<file path="src/rtl/edsac_ctrl_pkg.sv">
// rtl/edsac_ctrl_pkg.sv - shared constants and state encoding for the EDSAC main control
package edsac_ctrl_pkg;

    localparam int MINOR_DIGITS = 18;

    localparam int F_LSB    = 12;
    localparam int F_MSB    = 16;
    localparam int F_BITS   = F_MSB - F_LSB + 1;
    localparam int ADDR_LSB = 1;
    localparam int LONG_POS = 0;
    localparam int SPARE_POS = 11;

    typedef logic [2:0] state_t;

    localparam state_t ST_IDLE        = 3'd0;
    localparam state_t ST_FETCH_WAIT  = 3'd1;
    localparam state_t ST_FETCH_SHIFT = 3'd2;
    localparam state_t ST_DECODE      = 3'd3;
    localparam state_t ST_EXECUTE     = 3'd4;
    localparam state_t ST_STOPPED     = 3'd5;

endpackage

</file>
<file path="src/rtl/order_stage_sequencer_tank.sv">
// rtl/order_stage_sequencer_tank.sv - serial-in order tank and digit counter for Stage I
module order_tank_shifter #(
    parameter int ORDER_BITS   = 17,
    parameter int MINOR_DIGITS = 18
) (
    input  logic                  clk,
    input  logic                  rst_n,
    input  logic                  digit_pulse,
    input  logic                  first_digit,
    input  logic                  shifting,
    input  logic                  store_bit,
    output logic [ORDER_BITS-1:0] tank,
    output logic                  shift_last,
    output logic                  gap
);

    localparam int CNT_W = $clog2(MINOR_DIGITS);
    localparam logic [CNT_W-1:0] LAST_DIGIT = CNT_W'(ORDER_BITS - 1);
    localparam logic [CNT_W-1:0] GAP_DIGIT  = CNT_W'(MINOR_DIGITS - 1);

    logic [ORDER_BITS-1:0] tank_q, tank_d;
    logic [CNT_W-1:0]      cnt_q, cnt_d;

    assign shift_last = shifting && digit_pulse && (cnt_q == LAST_DIGIT);
    assign gap        = shifting && digit_pulse && (cnt_q == GAP_DIGIT);
    assign tank       = tank_q;

    // Orders arrive LSB first, so shifting right leaves bit 0 at position 0.
    always_comb begin
        tank_d = tank_q;
        cnt_d  = cnt_q;
        if (first_digit) begin
            tank_d = {store_bit, tank_q[ORDER_BITS-1:1]};
            cnt_d  = CNT_W'(1);
        end else if (shifting && digit_pulse) begin
            if (gap) begin
                cnt_d = '0;
            end else begin
                tank_d = {store_bit, tank_q[ORDER_BITS-1:1]};
                cnt_d  = cnt_q + CNT_W'(1);
            end
        end
    end

    always_ff @(posedge clk or negedge rst_n) begin
        if (!rst_n) begin
            tank_q <= '0;
            cnt_q  <= '0;
        end else begin
            tank_q <= tank_d;
            cnt_q  <= cnt_d;
        end
    end

endmodule

</file>
<file path="src/rtl/order_stage_sequencer.sv">
// rtl/order_stage_sequencer.sv - Stage I fetch / Stage II execute sequencer with dual-rail f-lines
module order_stage_sequencer
    import edsac_ctrl_pkg::*;
#(
    parameter int ORDER_BITS   = 17,
    parameter int MINOR_DIGITS = edsac_ctrl_pkg::MINOR_DIGITS,
    parameter int ADDR_BITS    = 10
) (
    input  logic                 clk,
    input  logic                 rst_n,
    input  logic                 digit_pulse,
    input  logic                 minor_start,
    input  logic                 store_bit,
    input  logic                 start,
    input  logic                 single_step,
    input  logic                 exec_done,
    input  logic                 branch_taken,
    input  logic                 op_stop,
    output logic [4:0]           f_pos,
    output logic [4:0]           f_neg,
    output logic [ADDR_BITS-1:0] addr,
    output logic                 long_bit,
    output logic                 o_dy,
    output logic                 fetch_req,
    output logic                 sct_inc,
    output logic                 stage,
    output logic                 running
);

    state_t                state_q, state_d;
    logic                  start_q;
    logic                  o_dy_q, o_dy_d;
    logic                  sct_inc_q, sct_inc_d;
    logic                  latch_q, latch_d;
    logic [F_BITS-1:0]     func_q, func_d;
    logic [ADDR_BITS-1:0]  addr_q, addr_d;
    logic                  long_q, long_d;

    logic [ORDER_BITS-1:0] tank;
    logic                  shift_last;
    logic                  gap;
    logic                  first_digit;
    logic                  start_rise;
    logic                  in_order;
    logic                  spare_unused;

    assign start_rise   = start && !start_q;
    assign first_digit  = (state_q == ST_FETCH_WAIT) && minor_start && digit_pulse;
    assign spare_unused = tank[SPARE_POS];

    order_tank_shifter #(
        .ORDER_BITS   (ORDER_BITS),
        .MINOR_DIGITS (MINOR_DIGITS)
    ) u_tank (
        .clk         (clk),
        .rst_n       (rst_n),
        .digit_pulse (digit_pulse),
        .first_digit (first_digit),
        .shifting    (state_q == ST_FETCH_SHIFT),
        .store_bit   (store_bit),
        .tank        (tank),
        .shift_last  (shift_last),
        .gap         (gap)
    );

    // Fields are captured the clock after digit 16 lands, well before the gap ends Stage I.
    always_comb begin
        latch_d = shift_last;
        func_d  = func_q;
        addr_d  = addr_q;
        long_d  = long_q;
        if (latch_q) begin
            func_d = tank[F_MSB:F_LSB];
            addr_d = tank[ADDR_LSB +: ADDR_BITS];
            long_d = tank[LONG_POS];
        end
    end

    always_comb begin
        state_d   = state_q;
        o_dy_d    = o_dy_q;
        sct_inc_d = 1'b0;
        if (o_dy_q && digit_pulse) begin
            o_dy_d = 1'b0;
        end
        case (state_q)
            ST_IDLE, ST_STOPPED: begin
                if (start_rise) state_d = ST_FETCH_WAIT;
            end
            ST_FETCH_WAIT: begin
                if (first_digit) state_d = ST_FETCH_SHIFT;
            end
            ST_FETCH_SHIFT: begin
                if (gap) state_d = ST_DECODE;
            end
            ST_DECODE: begin
                if (minor_start && digit_pulse) begin
                    o_dy_d  = 1'b1;
                    state_d = ST_EXECUTE;
                end
            end
            ST_EXECUTE: begin
                if (exec_done) begin
                    if (op_stop) begin
                        state_d = ST_STOPPED;
                    end else begin
                        sct_inc_d = !branch_taken;
                        state_d   = single_step ? ST_STOPPED : ST_FETCH_WAIT;
                    end
                end
            end
            default: state_d = ST_IDLE;
        endcase
    end

    always_ff @(posedge clk or negedge rst_n) begin
        if (!rst_n) begin
            state_q   <= ST_IDLE;
            start_q   <= 1'b0;
            o_dy_q    <= 1'b0;
            sct_inc_q <= 1'b0;
            latch_q   <= 1'b0;
            func_q    <= '0;
            addr_q    <= '0;
            long_q    <= 1'b0;
        end else begin
            state_q   <= state_d;
            start_q   <= start;
            o_dy_q    <= o_dy_d;
            sct_inc_q <= sct_inc_d;
            latch_q   <= latch_d;
            func_q    <= func_d;
            addr_q    <= addr_d;
            long_q    <= long_d;
        end
    end

    // Both rails low is the "no order" code seen by the decoders outside Stage II.
    assign in_order  = (state_q == ST_DECODE) || (state_q == ST_EXECUTE);
    assign f_pos     = in_order ? func_q : '0;
    assign f_neg     = in_order ? ~func_q : '0;
    assign stage     = in_order;
    assign fetch_req = (state_q == ST_FETCH_WAIT) || (state_q == ST_FETCH_SHIFT);
    assign running   = (state_q != ST_IDLE) && (state_q != ST_STOPPED);
    assign addr      = addr_q;
    assign long_bit  = long_q;
    assign o_dy      = o_dy_q;
    assign sct_inc   = sct_inc_q;

endmodule

</file>
<file path="config.mk">
export PLATFORM = sky130hd
export DESIGN_NAME = order_stage_sequencer
export DESIGN_NICKNAME = d
export VERILOG_FILES = /design/src/rtl/edsac_ctrl_pkg.sv /design/src/rtl/order_stage_sequencer_tank.sv /design/src/rtl/order_stage_sequencer.sv
export SDC_FILE = /design/constraint.sdc
export NUM_CORES = 1
export LEC_CHECK = 0
export ABC_AREA = 1
export BUFFER_PORTS_ARGS = -buffer_cell sky130_fd_sc_hd__clkbuf_2
export CORE_MARGIN = 2
export CORE_UTILIZATION = 45
export DETAILED_ROUTE_END_ITERATION = 8
export PLACE_DENSITY = 0.66
export SYNTH_ARGS = -nofsm -noshare
export SYNTH_HDL_FRONTEND = slang
export SYNTH_SLANG_ARGS = --single-unit
</file>
<file path="constraint.sdc">
create_clock -name clk -period 1.3 [get_ports clk]
set_input_delay 0.26 -clock clk [delete_from_list [all_inputs] [get_ports clk]]
set_output_delay 0.26 -clock clk [all_outputs]
set_load 0.005 [all_outputs]
</file>
==> flow_summary_export.csv, run 1 <==
group,metric,value,unit
run_status,outcome,"finished, violations left",
run_status,violations,"negative setup slack",
critical_path,crit_buf_inv,3,
route,drc,0,
synth,syn-num-nets,240,
pwr,internal_power,0.00327,W
pwr,powerDensity,1880,mW/mm^2
finish,final_nets,311,
pwr,leakagePower,1.58,nW
sta,period_minus_slack,1.65,ns
clocking,clock_latency,0.30,ns
route,ant_nets,0,
hold_path,hp-class,"input port to flop",
place,port_buffers,35,
critical_path,crit_path_end_kind,"output pin",
clocking,cts_buffer_depth,2,
critical_path,crit_fanout,3,
clocking,h-tree-depth,2,
flow_run,drv_cap,0,
sta,rsz0062_at_grt,"yes",
synth,netlist_area,0.00211,sq mm
floorplan,num_rows,24,
place,pre_cts_ws,-0.0966,ns
global_routing,grt_first_pass_wirelength,6.80,mm
route,vias_per_cell,5.05,
finish,areaGrowthSynthToFinish,36.8,%
floorplan,die_x,72.5,microns
critical_path,crit_arrival,1.39,ns
floorplan,core-area,0.00444,sq mm
synth,ys_seq_elements,45,
critical_path,slowest_stage,"dfrtp_2",
synth,ys_seq_area_share,53.3,%
sta,max-slew-margin-rel,81.0,%
sta,clock_skew,0.00532,ns
synth,avgSynthCellArea,9.30,sq um
synth,synth.yosys.warnings,0,
sta,setup_viol,38,
global_routing,grtUsageMet3,4.72,%
global_routing,antenna_found_initial,0,
synth,yosysUniqueCellTypes,28,
clocking,cts_tree,"yes",
clocking,cts_buffers,5,
synth,synth_cells,227,
sta,drv_slew,0,
pwr,seqPwrFrac,36.1,%
global_routing,use_met2,29.0,%
place,place_area,0.00248,sq mm
critical_path,cp_top_family,"flip-flops",
finish,antenna_cells,0,
sta,hold_viol_final,0,
global_routing,grt_busiest_layer,"met2",
pwr,p_sw,0.00216,W
pwr,combPwrFrac,47.6,%
route,finalWirelength,4.76,mm
finish,final_cell_mix,"nand2_1 (52), dfrtp_1 (42), clkbuf_2 (30)",
synth,async_flop_share,100,%
floorplan,die_area,0.00525,sq mm
sta,max_slew.worst_pin.slew,0.285,ns
global_routing,grt_usage,16.8,%
clocking,clock_sinks,45,
global_routing,grt-ovfl-total,0,
sta,max_freq,607,MHz
place,dp_hpwl,2.84,mm
route,vias,1773,
sta,fin_crit_sh,127,%
critical_path,cp-start-kind,"flop",
route,drtIter0Drc,80,
global_routing,grt_max_degree,46,
critical_path,max_stage_delay,0.46,ns
pwr,clock_power_share,16.3,%
critical_path,critical_path_class,"flop to output pin",
global_routing,use_met1,20.6,%
clocking,cts-root-buf,"clkbuf_8",
route,wl_per_cell,13.6,microns
floorplan,ios,36,
floorplan,start_util,47.5,%
finish,nFillCells,352,
synth,synthFlopType,"dfrtp_1",
global_routing,grt_pass1_vias,1598,
synth,synth_edf_count,0,
route,firstDrtPassIters,4,
critical_path,crit_chain,"buf_4, buf_4, nand2_1, nand2_2, nand2_1, clkbuf_2",
place,place_congestion,0.828,
clocking,clkTransAtPathRegs,0.09,ns
finish,drive_gt1_share,43.8,%
pwr,sw_frac_of_total,39.8,%
finish,finalInstanceArea,0.00289,sq mm
finish,final_common_cell,"nand2_1",
critical_path,cp.required,1.04,ns
floorplan,fp.dieH,72.5,microns
pwr,peakVddDrop,0.697,mV
sta,setup_slack,-0.346,ns
[registers in the layout, indices dropped and copies added (netlist names), named ones only]
signal	cells
u_tank.cnt_q	5
state_q	3
long_bit	1
addr	10
start_q	1
sct_inc	1
u_tank.tank	17
func_q	5
latch_q	1
[worst register-to-register path: cells and delay by family, from the launching register on]
| kind | cells | cell delay, ns |
|---|---|---|
| flip-flops | 1 | 0.43 |
| buffers and inverters | 3 | 0.37 |
| AND/OR/NAND/NOR | 5 | 0.53 |
[through the flow]
stage	util [%]	instances	power, W	hold slack (ns)	TNS, ns
2_1_floorplan	-	227	0.00319	-0.0356	0
3_3_place_gp	55.9	329	0.00379	0.264	-0.572
3_5_place_dp	55.9	329	0.00383	0.262	-1.13
4_1_cts	60.0	343	0.00495	0.0691	-5.45
5_1_grt	65.0	351	0.00580	0.0734	-9.10
6_report	65.0	351	0.00543	0.0873	-6.30
[logic make-up after synthesis]
kind of cell | Yosys count | share of synthesized area [%]
xor+xnor | 2 | 0.830
flops | 45 | 53.3
simple gates | 122 | 27.9
compound gates | 13 | 3.20
buf+inv | 31 | 7.05
fa+ha+maj | 3 | 1.78
mux | 11 | 5.87
[Yosys cell counts (2+ instances only)]
library cell	instances	area, sq um
inv_1	21	78.8
nand3_1	26	130
xor2_1	2	17.5
mux2_2	11	124
nor2_1	13	48.8
o21ai_0	11	55.1
inv_2	2	7.51
dfrtp_1	45	1130
nand2_1	69	259
ha_1	3	37.5
nand4_1	5	31.3
buf_4	3	22.5
[per-layer routing]
metal	vias up	part of all wire [%]
li1	875	-
met1	846	43
met2	38	52
met3	14	3.3
met4	0	1.7
met5	-	0
[worst paths after layout]
check | from | to | slack (ns) | cells past startpoint
max in group asynchronous | rst_n | state_q[0]$_DFFE_PN0P_ | 0.62 | 3
worst min-delay path | start | start_q$_DFF_PN0_ | 0.09 | 1
worst min register to register | u_tank.tank[11]$_DFFE_PN0P_ | u_tank.tank[10]$_DFFE_PN0P_ | 0.49 | 2
min in group asynchronous | rst_n | func_q[3]$_DFFE_PN0P_ | 0.47 | 3
worst max register to register | state_q[2]$_DFFE_PN0P_ | u_tank.tank[6]$_DFFE_PN0P_ | -0.14 | 8
worst max-delay path | state_q[0]$_DFFE_PN0P_ | running | -0.35 | 6
[repair_timing]
| item | 4_1_cts | 5_1_grt |
|---|---|---|
| setup buffers | 5 | 3 |
| resized for setup | 16 | 41 |
| hold endpoints to repair | 45 | 0 |
| pin swaps | 4 | 15 |
| hold buffers | 1 | 0 |
| gates cloned | 0 | 5 |
| endpoints found under the setup margin | 20 | 39 |
[power by group through the flow]
| stage | Clock, W | Sequential, W | Combinational, W |
|---|---|---|---|
| after floorplan | 0 | 0.00196 | 0.00123 |
| after global placement | 0 | 0.00193 | 0.00186 |
| after detailed placement | 0 | 0.00194 | 0.00189 |
| after CTS | 0.000904 | 0.00192 | 0.00213 |
| after global routing | 0.000949 | 0.00199 | 0.00286 |
| final | 0.000883 | 0.00196 | 0.00258 |
[area by class of cell]
cell class	instances	area (sq um)	share of cell area, %
Multi-Input combinational cell	154	987	34.2
Sequential cell	45	1130	39.1
Tap cell	52	65.1	2.25
Timing Repair Buffer	68	519	18.0
Clock buffer	5	68.8	2.38
Clock inverter	3	21.3	0.737
Inverter	24	96.3	3.34
Power figures use the tool's default switching activity.
==> run 2, diff against run 1 <==
Settings changed: CTS_BUF_LIST set to sky130_fd_sc_hd__clkbuf_2, TNS_END_PERCENT set to 20.
==> run 2 against run 1 <==
Clock power shrank 31%. Non-clock buffer count up 1. Global-route usage rose by 0.35 points. Via count shrank 3.9%. The flow still finishes with violations (negative setup slack). Largest cell class unchanged. Worst setup slack got worse by 0.16 ns. Routed wire length decreased by 9.6%. Fmax is 8.9% lower. Power decreased by 8.7%.
==> flow_summary_export.csv, run 2 (same netlist as run 1, synthesis figures left out) <==
group,metric,value,unit
run_status,outcome,"finished, violations left",
run_status,violations,"negative setup slack",
critical_path,cp-start-kind,"flop",
critical_path,critical_path_class,"flop to output pin",
route,drc,0,
hold_path,min-delay-start,"store_bit",
global_routing,grt_max_degree,46,
route,firstDrtPassIters,4,
critical_path,reg2reg_depth,8,
global_routing,grt-ovfl-total,0,
floorplan,core-area,0.00444,sq mm
route,drtIter0Drc,73,
place,place_congestion,0.828,
place,place_area,0.00248,sq mm
route,wl_per_cell,12.3,microns
hold_path,hold_end,"u_tank.tank[16]$_DFFE_PN0P_",
sta,drv_slew,0,
critical_path,r2r_slack,-0.12,ns
floorplan,num_rows,24,
clocking,clkTransAtPathRegs,0.24,ns
sta,max_freq,553,MHz
route,finalWirelength,4.30,mm
sta,fin_crit_sh,139,%
clocking,cts_buffers,5,
finish,nFillCells,372,
critical_path,crit_arrival,1.55,ns
finish,drive_gt1_share,39.6,%
sta,period_minus_slack,1.81,ns
sta,max-slew-margin-rel,83.4,%
floorplan,die_x,72.5,microns
floorplan,fp.dieH,72.5,microns
hold_path,hp-class,"input port to flop",
route,vias,1704,
pwr,internal_power,0.00294,W
route,vias_per_cell,4.87,
clocking,cts-root-buf,"clkbuf_2",
sta,hold_viol_final,0,
finish,final_cell_mix,"nand2_1 (62), dfrtp_1 (42), clkbuf_2 (30)",
critical_path,timing.rr.start,"state_q[0]$_DFFE_PN0P_",
flow_run,drv_cap,0,
sta,clock_skew,0.0205,ns
global_routing,grt_pass1_vias,1645,
pwr,p_sw,0.00201,W
pwr,powerDensity,1810,mW/mm^2
pwr,clock_power_share,12.2,%
clocking,clock_sinks,45,
pwr,sw_frac_of_total,40.6,%
sta,setup_slack,-0.507,ns
global_routing,grt_usage,17.2,%
global_routing,grt_first_pass_wirelength,7.00,mm
floorplan,ios,36,
finish,antenna_cells,0,
global_routing,antenna_found_initial,0,
finish,finalInstanceArea,0.00273,sq mm
critical_path,rr_endpoint,"u_tank.tank[9]$_DFFE_PN0P_",
finish,final_nets,310,
critical_path,cp.required,1.04,ns
sta,max_slew.worst_pin.slew,0.249,ns
pwr,seqPwrFrac,38.9,%
floorplan,start_util,47.5,%
clocking,clock_latency,0.41,ns
sta,setup_viol,38,
clocking,cts_tree,"yes",
hold_path,min_path_cells,3,
route,ant_nets,0,
sta,rsz0062_at_grt,"yes",
finish,final_common_cell,"nand2_1",
floorplan,die_area,0.00525,sq mm
finish,largest_reg_flops,17,
critical_path,crit_path_end_kind,"output pin",
pwr,power,0.00496,W
finish,areaGrowthSynthToFinish,29.5,%
place,dp_hpwl,2.84,mm
clocking,cts_buffer_depth,2,
critical_path,crit_fanout,5,
pwr,leakagePower,1.53,nW
place,port_buffers,35,
sta,fin_hold_ws,0.0460,ns
pwr,peakVddDrop,0.744,mV
pwr,combPwrFrac,48.8,%
clocking,h-tree-depth,2,
run 2: worst max-delay path by stage:
stage | start | to | slack, ns | cells past startpoint
detailed placement | state_q[2]$_DFFE_PN0P_ | f_neg[0] | -0.1 | 6
finish | state_q[0]$_DFFE_PN0P_ | f_pos[1] | -0.51 | 7
CTS | state_q[0]$_DFFE_PN0P_ | fetch_req | -0.52 | 7
global route | state_q[0]$_DFFE_PN0P_ | f_pos[0] | -0.62 | 7
floorplan | u_tank.cnt_q[0]$_DFFE_PN0P_ | u_tank.tank[11]$_DFFE_PN0P_ | 0.0006 | 8
global placement | state_q[2]$_DFFE_PN0P_ | u_tank.cnt_q[1]$_DFFE_PN0P_ | -0.09 | 7
run 2: final cells by class:
class                      instances  area (sq um)  share of cell area (%)
tap                               52          65.1                    2.38
clock buffer                       5          25.0                   0.915
inverter                          24           104                    3.80
sequential                        45          1130                    41.3
clock inverter                     3          21.3                   0.778
timing repair inverter             1          6.26                   0.229
timing repair buffer              69           484                    17.7
multi-input combinational        151           898                    32.9
run 2: per-stage QoR:
step	util, %	instances	setup slack [ns]	setup TNS (ns)
finish	61.5	350	-0.507	-8.05
floorplan	-	227	0.000559	0
detailed placement	55.9	329	-0.0966	-1.13
global placement	55.9	329	-0.0859	-0.572
CTS	59.0	345	-0.525	-7.55
global route	61.5	350	-0.620	-11.09
run 2: layer usage:
metal  share of wire [%]  routed length, microns  track usage [%]
met5                   0                       0                0
met3                 3.1                     132             4.72
met1                  45                    1930             20.8
met2                  50                    2170             29.7
met4                 1.5                      65             5.56
run 2: power by group through the flow:
stage,Clock [W],Sequential (W),Combinational (W)
after CTS,0.000635,0.00191,0.00208
final,0.000607,0.00193,0.00242
after detailed placement,0,0.00194,0.00189
after global routing,0.000692,0.00196,0.00270
after floorplan,0,0.00196,0.00123
after global placement,0,0.00193,0.00186
run 2: critical path: stages, from the launching register on:
cell and delay (ns):
dfrtp_2 0.50, inv_4 0.06, nor2_4 0.13, nand2_4 0.08, nand2_4 0.10, clkinv_4 0.07
nor2_1 0.08, buf_2 0.11
run 2: what timing repair did:
item,in CTS,in global routing
pin swaps,2,7
gates cloned,0,1
buffers inserted,4,5
hold buffers,4,0
endpoints found under the hold margin,47,0
endpoints found under the setup margin,28,46
gates resized for setup,14,36
==> run 3, diff against run 2 <==
Settings changed: CORE_ASPECT_RATIO set to 1.75, RECOVER_POWER set to 25.
==> run 3 against run 2 <==
The run still ends with negative setup slack left. Clock power up 66%. Sequential power about the same. Non-clock buffer count up 5.
==> flow_summary_export.csv, run 3 (same netlist as run 1, synthesis figures left out) <==
group,metric,value,unit
finish,final_nets,315,
sta,rsz0062_at_grt,"yes",
run_status,violations,"negative setup slack",
sta,hold_viol_final,0,
sta,setup_slack,-0.475,ns
clocking,cts_buffer_depth,2,
critical_path,cp-start-kind,"flop",
finish,nFillCells,386,
global_routing,grt_usage,18.4,%
global_routing,grt_pass1_vias,1701,
route,route.met3.wl,130,microns
floorplan,start_util,46.1,%
hold_path,hp-class,"input port to flop",
pwr,peakVddDrop,1.55,mV
finish,final_cell_mix,"nand2_1 (61), dfrtp_1 (43), clkbuf_2 (29)",
clocking,clock_latency,0.42,ns
critical_path,cp_top_family,"flip-flops",
sta,period_minus_slack,1.78,ns
sta,fin_hold_ws,0.0104,ns
critical_path,critical_path_class,"flop to output pin",
critical_path,crit_arrival,1.52,ns
critical_path,cp.required,1.04,ns
critical_path,max_stage_delay,0.50,ns
finish,antenna_cells,0,
critical_path,crit_path_end_kind,"output pin",
pwr,leakagePower,1.61,nW
finish,final_common_cell,"nand2_1",
run_status,outcome,"finished, violations left",
route,vias,1777,
critical_path,crit_buf_inv,4,
place,place_congestion,0.859,
pwr,power,0.00578,W
route,vias_per_cell,5.01,
pwr,powerDensity,1980,mW/mm^2
floorplan,core-area,0.00458,sq mm
floorplan,fp.dieH,94.6,microns
route,wl_met1,1.79,mm
route,wl_per_cell,12.9,microns
place,dp_hpwl,3.03,mm
route,highest_layer,"met4",
global_routing,grt_max_degree,46,
finish,drive_gt1_share,44.6,%
global_routing,grt_first_pass_wirelength,7.63,mm
route,firstDrtPassIters,4,
floorplan,die_area,0.00528,sq mm
floorplan,die_x,55.8,microns
sta,max_slew.worst_pin.slew,0.609,ns
sta,max_freq,563,MHz
clocking,clkTransAtPathRegs,0.24,ns
sta,max-slew-margin-rel,59.4,%
clocking,clock_sinks,45,
sta,clock_skew,0.00758,ns
finish,areaGrowthSynthToFinish,38.4,%
critical_path,crit_fanout,3,
finish,largest_reg_flops,17,
route,drc,0,
route,drtIter0Drc,33,
route,finalWirelength,4.58,mm
global_routing,grt-ovfl-total,0,
sta,setup_tns,-8.88,ns
critical_path,slowest_stage,"dfrtp_2",
clocking,h-tree-depth,2,
place,port_buffers,35,
floorplan,ios,36,
sta,setup_viol,38,
global_routing,antenna_found_initial,0,
route,ant_nets,0,
clocking,cts_tree,"yes",
sta,fin_crit_sh,137,%
route,wl_met2,2.58,mm
clocking,cts-root-buf,"clkbuf_2",
flow_run,drv_cap,0,
floorplan,num_rows,33,
sta,drv_slew,0,
clocking,cts_buffers,5,
critical_path,crit_chain,"buf_6, inv_4, nand3_4, buf_4, nand2_1, clkbuf_2",
## run 3: cell types whose count changed in the layout (fill, tap and decap cells not counted), sizes merged
cell      before  now
buf           40   44
bufinv         0    2
clkbuf        30   31
clkinv         3    0
clkinvlp       1    0
inv           24   26
## run 3: worst paths after layout
kind | slack, ns | start | endpoint | depth (start not counted)
setup / recovery | -0.48 | state_q[2]$_DFFE_PN0P_ | fetch_req | 6
hold / removal | 0.01 | store_bit | u_tank.tank[16]$_DFFE_PN0P_ | 3
setup reg to reg | -0.18 | state_q[2]$_DFFE_PN0P_ | u_tank.cnt_q[0]$_DFFE_PN0P_ | 9
hold reg to reg | 0.52 | flop | flop | 2
max in group asynchronous | 0.44 | rst_n | state_q[2]$_DFFE_PN0P_ | 3
min in group asynchronous | 0.45 | rst_n | state_q[1]$_DFFE_PN0P_ | 3
## run 3: layout make-up
type	count	area, sq um	share of cell area [%]
repair buffers	74	532	18.2
clock inverters	3	68.8	2.36
clock buffers	5	25.0	0.857
inverters	24	100	3.43
well taps	52	65.1	2.23
multi-input cells	151	996	34.1
flip-flops and latches	45	1130	38.6
repair inverters	1	6.26	0.214
## run 3: tightest hold or removal path: stages
cell	delay, ns
clkbuf_2	0.08
nand2_1	0.05
nand2_1	0.04
## run 3: routing by layer
layer	track usage, %	vias up
li1	-	878
met1	20.8	856
met2	33.4	36
met3	3.42	7
met4	8.33	0
met5	0	-
## run 3: timing repair
item / in CTS / in global routing
hold buffers: 4 / 0
cloned: 0 / 1
setup buffers: 7 / 3
gates resized for setup: 18 / 47
setup endpoints to repair: 36 / 46
hold endpoints to repair: 47 / 0
pin swaps: 4 / 11
## run 3: report_power, final
group	internal, W	leakage (nW)	switching (W)
clock network	0.000525	0.0536	0.000485
logic	0.00133	0.947	0.00149
registers	0.00170	0.607	0.000250
## run 3: stage by stage
stage / area, sq um / util (%) / instances / worst slack [ns]
6_report: 2920 / 63.7 / 355 / -0.475
3_3_place_gp: 2530 / 55.2 / 332 / -0.0827
4_1_cts: 2750 / 60.1 / 351 / -0.506
2_1_floorplan: 2110 / - / 227 / 0.000559
5_1_grt: 2920 / 63.7 / 355 / -0.578
3_5_place_dp: 2530 / 55.2 / 332 / -0.108
